$ cat src/rtl/mc_ctrl_if.sv
`timescale 1ns/1ps
// Control bundle between the multi-cycle sequencer and the datapath.
// master = sequencer side (consumes IR fields and readies, drives strobes/selects).
interface mc_ctrl_if;
  logic [5:0] op;
  logic [5:0] funct;
  logic       zero;
  logic       im_rdy;
  logic       dm_rdy;
  logic       pc_write;
  logic       ir_write;
  logic       reg_write;
  logic       mem_write;
  logic [4:0] aluop;
  logic       extop;
  logic [1:0] RegDst;
  logic       ALUSrc;
  logic [1:0] MemtoReg;
  logic [1:0] s;
  logic [2:0] state;
  logic       retire;
  logic       illegal;

  modport master (
    input  op, funct, zero, im_rdy, dm_rdy,
    output pc_write, ir_write, reg_write, mem_write, aluop, extop, RegDst, ALUSrc,
           MemtoReg, s, state, retire, illegal
  );

  modport slave (
    output op, funct, zero, im_rdy, dm_rdy,
    input  pc_write, ir_write, reg_write, mem_write, aluop, extop, RegDst, ALUSrc,
           MemtoReg, s, state, retire, illegal
  );
endinterface

$ cat src/rtl/mc_ctrl.sv
`timescale 1ns/1ps
// Multi-cycle MIPS control sequencer: FETCH -> DECODE -> EXE -> MEM -> WB.
// Strobes and selects are a combinational decode of the registered state
// qualified by op/funct; strobes are forced low while reset is asserted.
module mc_ctrl (
  input  logic      clock,
  input  logic      reset,
  mc_ctrl_if.master bus
);

  typedef enum logic [2:0] {
    StFetch  = 3'd0,
    StDecode = 3'd1,
    StExe    = 3'd2,
    StMem    = 3'd3,
    StWb     = 3'd4
  } state_e;

  localparam logic [5:0] OpRtype = 6'h00;
  localparam logic [5:0] OpJ     = 6'h02;
  localparam logic [5:0] OpJal   = 6'h03;
  localparam logic [5:0] OpBeq   = 6'h04;
  localparam logic [5:0] OpAddiu = 6'h09;
  localparam logic [5:0] OpOri   = 6'h0d;
  localparam logic [5:0] OpLui   = 6'h0f;
  localparam logic [5:0] OpLw    = 6'h23;
  localparam logic [5:0] OpSw    = 6'h2b;

  localparam logic [5:0] FnJr    = 6'h08;
  localparam logic [5:0] FnAddu  = 6'h21;
  localparam logic [5:0] FnSubu  = 6'h23;
  localparam logic [5:0] FnAnd   = 6'h24;
  localparam logic [5:0] FnOr    = 6'h25;
  localparam logic [5:0] FnSlt   = 6'h2a;

  state_e state_q;

  logic is_r, is_r_alu, is_jr, is_j, is_jal, is_beq;
  logic is_addiu, is_ori, is_lui, is_lw, is_sw, legal;

  // zero is consumed by npc, not by the sequencer.
  logic unused_zero;
  assign unused_zero = bus.zero;

  // Instruction class decode from the IR fields.
  always_comb begin
    is_r     = (bus.op == OpRtype);
    is_r_alu = is_r && ((bus.funct == FnAddu) || (bus.funct == FnSubu) ||
                        (bus.funct == FnAnd)  || (bus.funct == FnOr)   ||
                        (bus.funct == FnSlt));
    is_jr    = is_r && (bus.funct == FnJr);
    is_j     = (bus.op == OpJ);
    is_jal   = (bus.op == OpJal);
    is_beq   = (bus.op == OpBeq);
    is_addiu = (bus.op == OpAddiu);
    is_ori   = (bus.op == OpOri);
    is_lui   = (bus.op == OpLui);
    is_lw    = (bus.op == OpLw);
    is_sw    = (bus.op == OpSw);
    legal    = is_r_alu | is_jr | is_j | is_jal | is_beq | is_addiu | is_ori |
               is_lui | is_lw | is_sw;
  end

  // State register with next-state selection; unused encodings recover to FETCH.
  always_ff @(posedge clock or negedge reset) begin
    if (!reset) begin
      state_q <= StFetch;
    end else begin
      case (state_q)
        StFetch: begin
          if (bus.im_rdy) state_q <= StDecode;
        end
        StDecode: begin
          if (is_j || is_jal || is_jr || !legal) state_q <= StFetch;
          else                                   state_q <= StExe;
        end
        StExe: begin
          if (is_beq)              state_q <= StFetch;
          else if (is_lw || is_sw) state_q <= StMem;
          else                     state_q <= StWb;
        end
        StMem: begin
          if (bus.dm_rdy) state_q <= is_lw ? StWb : StFetch;
        end
        StWb:    state_q <= StFetch;
        default: state_q <= StFetch;
      endcase
    end
  end

  // Datapath selects: held at their decoded values in every state.
  always_comb begin
    bus.aluop = 5'd0;
    if (is_r) begin
      case (bus.funct)
        FnSubu:  bus.aluop = 5'd1;
        FnAnd:   bus.aluop = 5'd2;
        FnOr:    bus.aluop = 5'd3;
        FnSlt:   bus.aluop = 5'd4;
        default: bus.aluop = 5'd0;
      endcase
    end else begin
      case (bus.op)
        OpBeq:   bus.aluop = 5'd1;
        OpOri:   bus.aluop = 5'd3;
        OpLui:   bus.aluop = 5'd5;
        default: bus.aluop = 5'd0;
      endcase
    end

    bus.extop  = is_addiu | is_lw | is_sw | is_beq;
    bus.ALUSrc = is_addiu | is_ori | is_lui | is_lw | is_sw;

    if (is_jal)    bus.RegDst = 2'b10;
    else if (is_r) bus.RegDst = 2'b01;
    else           bus.RegDst = 2'b00;

    if (is_jal)     bus.MemtoReg = 2'b00;
    else if (is_lw) bus.MemtoReg = 2'b10;
    else            bus.MemtoReg = 2'b01;

    if (is_j || is_jal) bus.s = 2'b10;
    else if (is_jr)     bus.s = 2'b11;
    else if (is_beq)    bus.s = 2'b01;
    else                bus.s = 2'b00;
  end

  // Per-state write strobes; all held low while reset is asserted.
  always_comb begin
    bus.pc_write  = 1'b0;
    bus.ir_write  = 1'b0;
    bus.reg_write = 1'b0;
    bus.mem_write = 1'b0;
    bus.illegal   = 1'b0;
    if (reset) begin
      case (state_q)
        StFetch: bus.ir_write = bus.im_rdy;
        StDecode: begin
          if (is_j || is_jr) begin
            bus.pc_write = 1'b1;
          end else if (is_jal) begin
            bus.pc_write  = 1'b1;
            bus.reg_write = 1'b1;
          end else if (!legal) begin
            bus.pc_write = 1'b1;
            bus.illegal  = 1'b1;
          end
        end
        StExe: bus.pc_write = is_beq;
        StMem: begin
          // sw keeps mem_write up across the wait; DM commits on dm_rdy.
          bus.mem_write = is_sw;
          bus.pc_write  = is_sw & bus.dm_rdy;
        end
        StWb: begin
          bus.reg_write = 1'b1;
          bus.pc_write  = 1'b1;
        end
        default: ;
      endcase
    end
  end

  assign bus.retire = bus.pc_write;
  assign bus.state  = state_q;

endmodule

$ cat src/flat_wrapper.sv
// flat-port wrapper written by rule: the top's interface ports become plain ports
module mc_ctrl_flat 
  (clock, reset, bus_op, bus_funct, bus_zero, bus_im_rdy, bus_dm_rdy, bus_pc_write, bus_ir_write, bus_reg_write, bus_mem_write, bus_aluop, bus_extop, bus_RegDst, bus_ALUSrc, bus_MemtoReg, bus_s, bus_state, bus_retire, bus_illegal);
  mc_ctrl_if bus_i ();
  input  logic clock;
  input  logic reset;
  input wire logic [$bits(bus_i.op)-1:0] bus_op;
  input wire logic [$bits(bus_i.funct)-1:0] bus_funct;
  input wire logic [$bits(bus_i.zero)-1:0] bus_zero;
  input wire logic [$bits(bus_i.im_rdy)-1:0] bus_im_rdy;
  input wire logic [$bits(bus_i.dm_rdy)-1:0] bus_dm_rdy;
  output wire logic [$bits(bus_i.pc_write)-1:0] bus_pc_write;
  output wire logic [$bits(bus_i.ir_write)-1:0] bus_ir_write;
  output wire logic [$bits(bus_i.reg_write)-1:0] bus_reg_write;
  output wire logic [$bits(bus_i.mem_write)-1:0] bus_mem_write;
  output wire logic [$bits(bus_i.aluop)-1:0] bus_aluop;
  output wire logic [$bits(bus_i.extop)-1:0] bus_extop;
  output wire logic [$bits(bus_i.RegDst)-1:0] bus_RegDst;
  output wire logic [$bits(bus_i.ALUSrc)-1:0] bus_ALUSrc;
  output wire logic [$bits(bus_i.MemtoReg)-1:0] bus_MemtoReg;
  output wire logic [$bits(bus_i.s)-1:0] bus_s;
  output wire logic [$bits(bus_i.state)-1:0] bus_state;
  output wire logic [$bits(bus_i.retire)-1:0] bus_retire;
  output wire logic [$bits(bus_i.illegal)-1:0] bus_illegal;
  assign bus_i.op = bus_op;
  assign bus_i.funct = bus_funct;
  assign bus_i.zero = bus_zero;
  assign bus_i.im_rdy = bus_im_rdy;
  assign bus_i.dm_rdy = bus_dm_rdy;
  assign bus_pc_write = bus_i.pc_write;
  assign bus_ir_write = bus_i.ir_write;
  assign bus_reg_write = bus_i.reg_write;
  assign bus_mem_write = bus_i.mem_write;
  assign bus_aluop = bus_i.aluop;
  assign bus_extop = bus_i.extop;
  assign bus_RegDst = bus_i.RegDst;
  assign bus_ALUSrc = bus_i.ALUSrc;
  assign bus_MemtoReg = bus_i.MemtoReg;
  assign bus_s = bus_i.s;
  assign bus_state = bus_i.state;
  assign bus_retire = bus_i.retire;
  assign bus_illegal = bus_i.illegal;
  mc_ctrl u_core (.clock(clock), .reset(reset), .bus(bus_i));
endmodule
$ cat config.mk
export PLATFORM = sky130hd
export DESIGN_NAME = mc_ctrl_flat
export DESIGN_NICKNAME = d
export VERILOG_FILES = /design/src/rtl/mc_ctrl_if.sv /design/src/rtl/mc_ctrl.sv /design/src/flat_wrapper.sv
export SDC_FILE = /design/constraint.sdc
export NUM_CORES = 1
export LEC_CHECK = 0
export ABC_CLOCK_PERIOD_IN_PS = 4300
export CORE_MARGIN = 5
export CORE_UTILIZATION = 40
export CTS_CLUSTER_DIAMETER = 30
export CTS_CLUSTER_SIZE = 24
export DETAILED_ROUTE_END_ITERATION = 7
export GPL_ROUTABILITY_DRIVEN = 0
export PLACE_DENSITY_LB_ADDON = 0.1
export SYNTH_ARGS = -nofsm -noshare
export SYNTH_HDL_FRONTEND = slang
export SYNTH_SLANG_ARGS = --single-unit
$ cat constraint.sdc
create_clock -name clock -period 4.3 [get_ports clock]
set_clock_uncertainty 0.15 [all_clocks]
set_input_delay 1.075 -clock clock [delete_from_list [all_inputs] [get_ports clock]]
set_output_delay 1.075 -clock clock [all_outputs]
set_load 0.01 [all_outputs]
==> run metrics <==
Hold Startpoint u_core.bus.state[2]$_DFFE_PN0P_; Util after Layout 77.5%; CTS tree yes; ys async rst share 100%; Worst Reg2Reg Path Length in Cells 4; largest net degree at the start of global routing 12; Finished Cell Area about 1200 µm²; antenna cells 0; root buffer cell clkbuf_4; Max-Cap Viols 0; critical path data required time slightly above 3 ns; cts hold-fix bufs 0; CP Launch Type input port; port buffer count 35; first-pass GRT wire length about 3700 µm; Hold Slack ~0.43 ns; FMAX between 200 and 250 MHz; H-tree Lvls 1; Fin Setup TNS 0 ns; Post-Syn Area 658 µm²; final hold violations 0; cell internal pwr 0.110 mW; Net Sw Frac a little over a third; sequential fraction of the synthesis area a little under an eighth; Tot GR Track Use between 10% and 20%; clock slew at reported path FFs about 0.040 ns; Post-synth top cells nor2_1 (13), nand2_1 (8), buf_4 (5); worst vdd ir around 0.12 mV; Switch Pwr approximately 0.059 mW; CP endpoint kind output pin; count leader, synth nor2_1; Synth Instances between 90 and 100; die width ~51 µm; Tmin final roughly 4.2 ns; Reg-to-Reg Start u_core.bus.state[2]$_DFFE_PN0P_; sequential share of power between 20% and 30%; status completed; RSZ-0062 raised after global routing no; hold depth 1; critical path class in -> out; Die H 50.6 µm; layout cells sized above 1 between 20% and 30%; Tcrit/Tclk final a little over nine tenths; CTS sink cnt 3; Initial Utilization 42.7%; number of distinct library cells after synthesis 43; Hold Crit Class reg -> reg; vias ~860; CP arrival between 2 and 3 ns; Via density 5.32; worst skew pair latency between 0.2 and 0.25 ns; Syn Area/Cell between 7 and 8 µm²; post-DP HPWL between 1500 and 2000 µm; CORE AREA 1540 µm²; Critical Path Start bus_funct[1]; Syn. warnings 0; Clk pwr share a little under a third; DRC 0; Combinational Power Share 48.4%; Final Slew Violations 0; Layout area overhead 81.6%; die area 2560 µm²; top post-synthesis cells by area dfrtp_1 (11%), nor2_1 (7.4%), buf_4 (5.7%); Setup-failing EPs final 0; top-area cell type share of the netlist area between 10% and 20%; number of nets in the layout roughly 160; CP Max Fanout 4; top cell type by total area after synthesis dfrtp_1; Post-synth EDFFs 0; vias in the first global route 833; P per Cell Area 142 nW/µm²; ys flop type dfrtp_1; placed cell area approximately 1100 µm²; initial antenna violation count 0; DRT antenna net count 0; WL final approximately 2200 µm; TritonRoute pass-1 iters 4; row cnt 14; leakage about 0.57 nW; initial drt markers 16; TritonCTS buffer count 3; max reg flops 3; Remaining Overflow, GRT 0; routed length per placed instance approximately 13 µm; Longest Clk Path Bufs 2; #FFs+latches synth 3; IO Pins 39
-- layer usage --
metal / up-vias / wire length, µm / track usage (%)
met4: 0 / 0 / 5.11
li1: 436 / - / -
met1: 399 / 929 / 22.5
met3: 0 / 131 / 4.44
met5: - / 0 / 0
met2: 27 / 1100 / 28.7
-- cell type report --
type | instances | area (µm²)
clock buffers | 4 | 26.3
flip-flops and latches | 3 | 75.1
repair buffers | 55 | 507
well taps | 16 | 20.0
multi-input cells | 82 | 559
inverters | 2 | 7.51
fillers | 131 | 347
-- power by group through the flow --
stage          Sequential (mW)  Clock (mW)  Combinational (mW)
6_report                0.0346      0.0527              0.0818
5_1_grt                 0.0352      0.0580              0.0885
4_1_cts                 0.0345      0.0531              0.0802
3_5_place_dp            0.0348           0              0.0807
3_3_place_gp            0.0347           0              0.0794
2_1_floorplan           0.0322           0              0.0389
-- per-stage QoR --
step                      power (mW)  instances  worst slack, ns
after global placement         0.114        156          -0.0689
after detailed placement       0.116        156          -0.0808
after floorplan               0.0711         95            0.820
after CTS                      0.168        162           0.0130
after global routing           0.182        162          0.00125
final                          0.169        162           0.0947
-- repair_timing --
action	CTS	global route
buffers inserted	2	0
setup endpoints to repair	5	4
pin swaps	2	1
resized for setup	8	11
endpoints found under the hold margin	0	0
-- final timing paths --
kind / end / slack [ns]
setup / recovery: bus_retire / 0.09
hold / removal: u_core.bus.state[0]$_DFFE_PN0P_ / 0.43
setup reg to reg: u_core.bus.state[1]$_DFFE_PN0P_ / 3.04
hold reg to reg: u_core.bus.state[0]$_DFFE_PN0P_ / 0.43
max in group asynchronous: u_core.bus.state[1]$_DFFE_PN0P_ / 2.87
min in group asynchronous: u_core.bus.state[0]$_DFFE_PN0P_ / 0.92
-- kinds of logic (layout without fill, tap and decap cells) --
logic type	count (synthesis)	in the layout	share of synthesized area [%]
AO/OA/AOI/OAI	17	17	20.3
XOR/XNOR	1	1	1.33
buffers and inverters	10	61	9.13
flip-flops	3	3	11.4
multiplexers	1	1	1.52
other	1	2	0.570
AND/OR/NAND/NOR	61	61	55.7
-- critical path: stages --
cell and delay, ns:
clkdlybuf4s50_1 0.57, nor4bb_4 0.25, a211oi_2 0.07, o211ai_2 0.21
nor3_1 0.07, o31a_1 0.26, clkdlybuf4s50_1 0.48
-- cells in the final DEF, fill, tap and decap left out, types with 3 or more instances in the layout --
cell type,netlist,final
clkdlybuf4s50_1,0,22
buf_4,5,20
nor2_1,13,13
nand2_1,8,8
dlygate4sd2_1,0,7
dlymetal6s2s_1,0,6
nand3_1,4,4
nand2b_1,4,4
nor3_2,3,3
and2_1,3,3
nor3_1,3,3
a21oi_1,3,3
clkbuf_4,0,3
dfrtp_1,3,3
(Power assumes the default switching activity.)
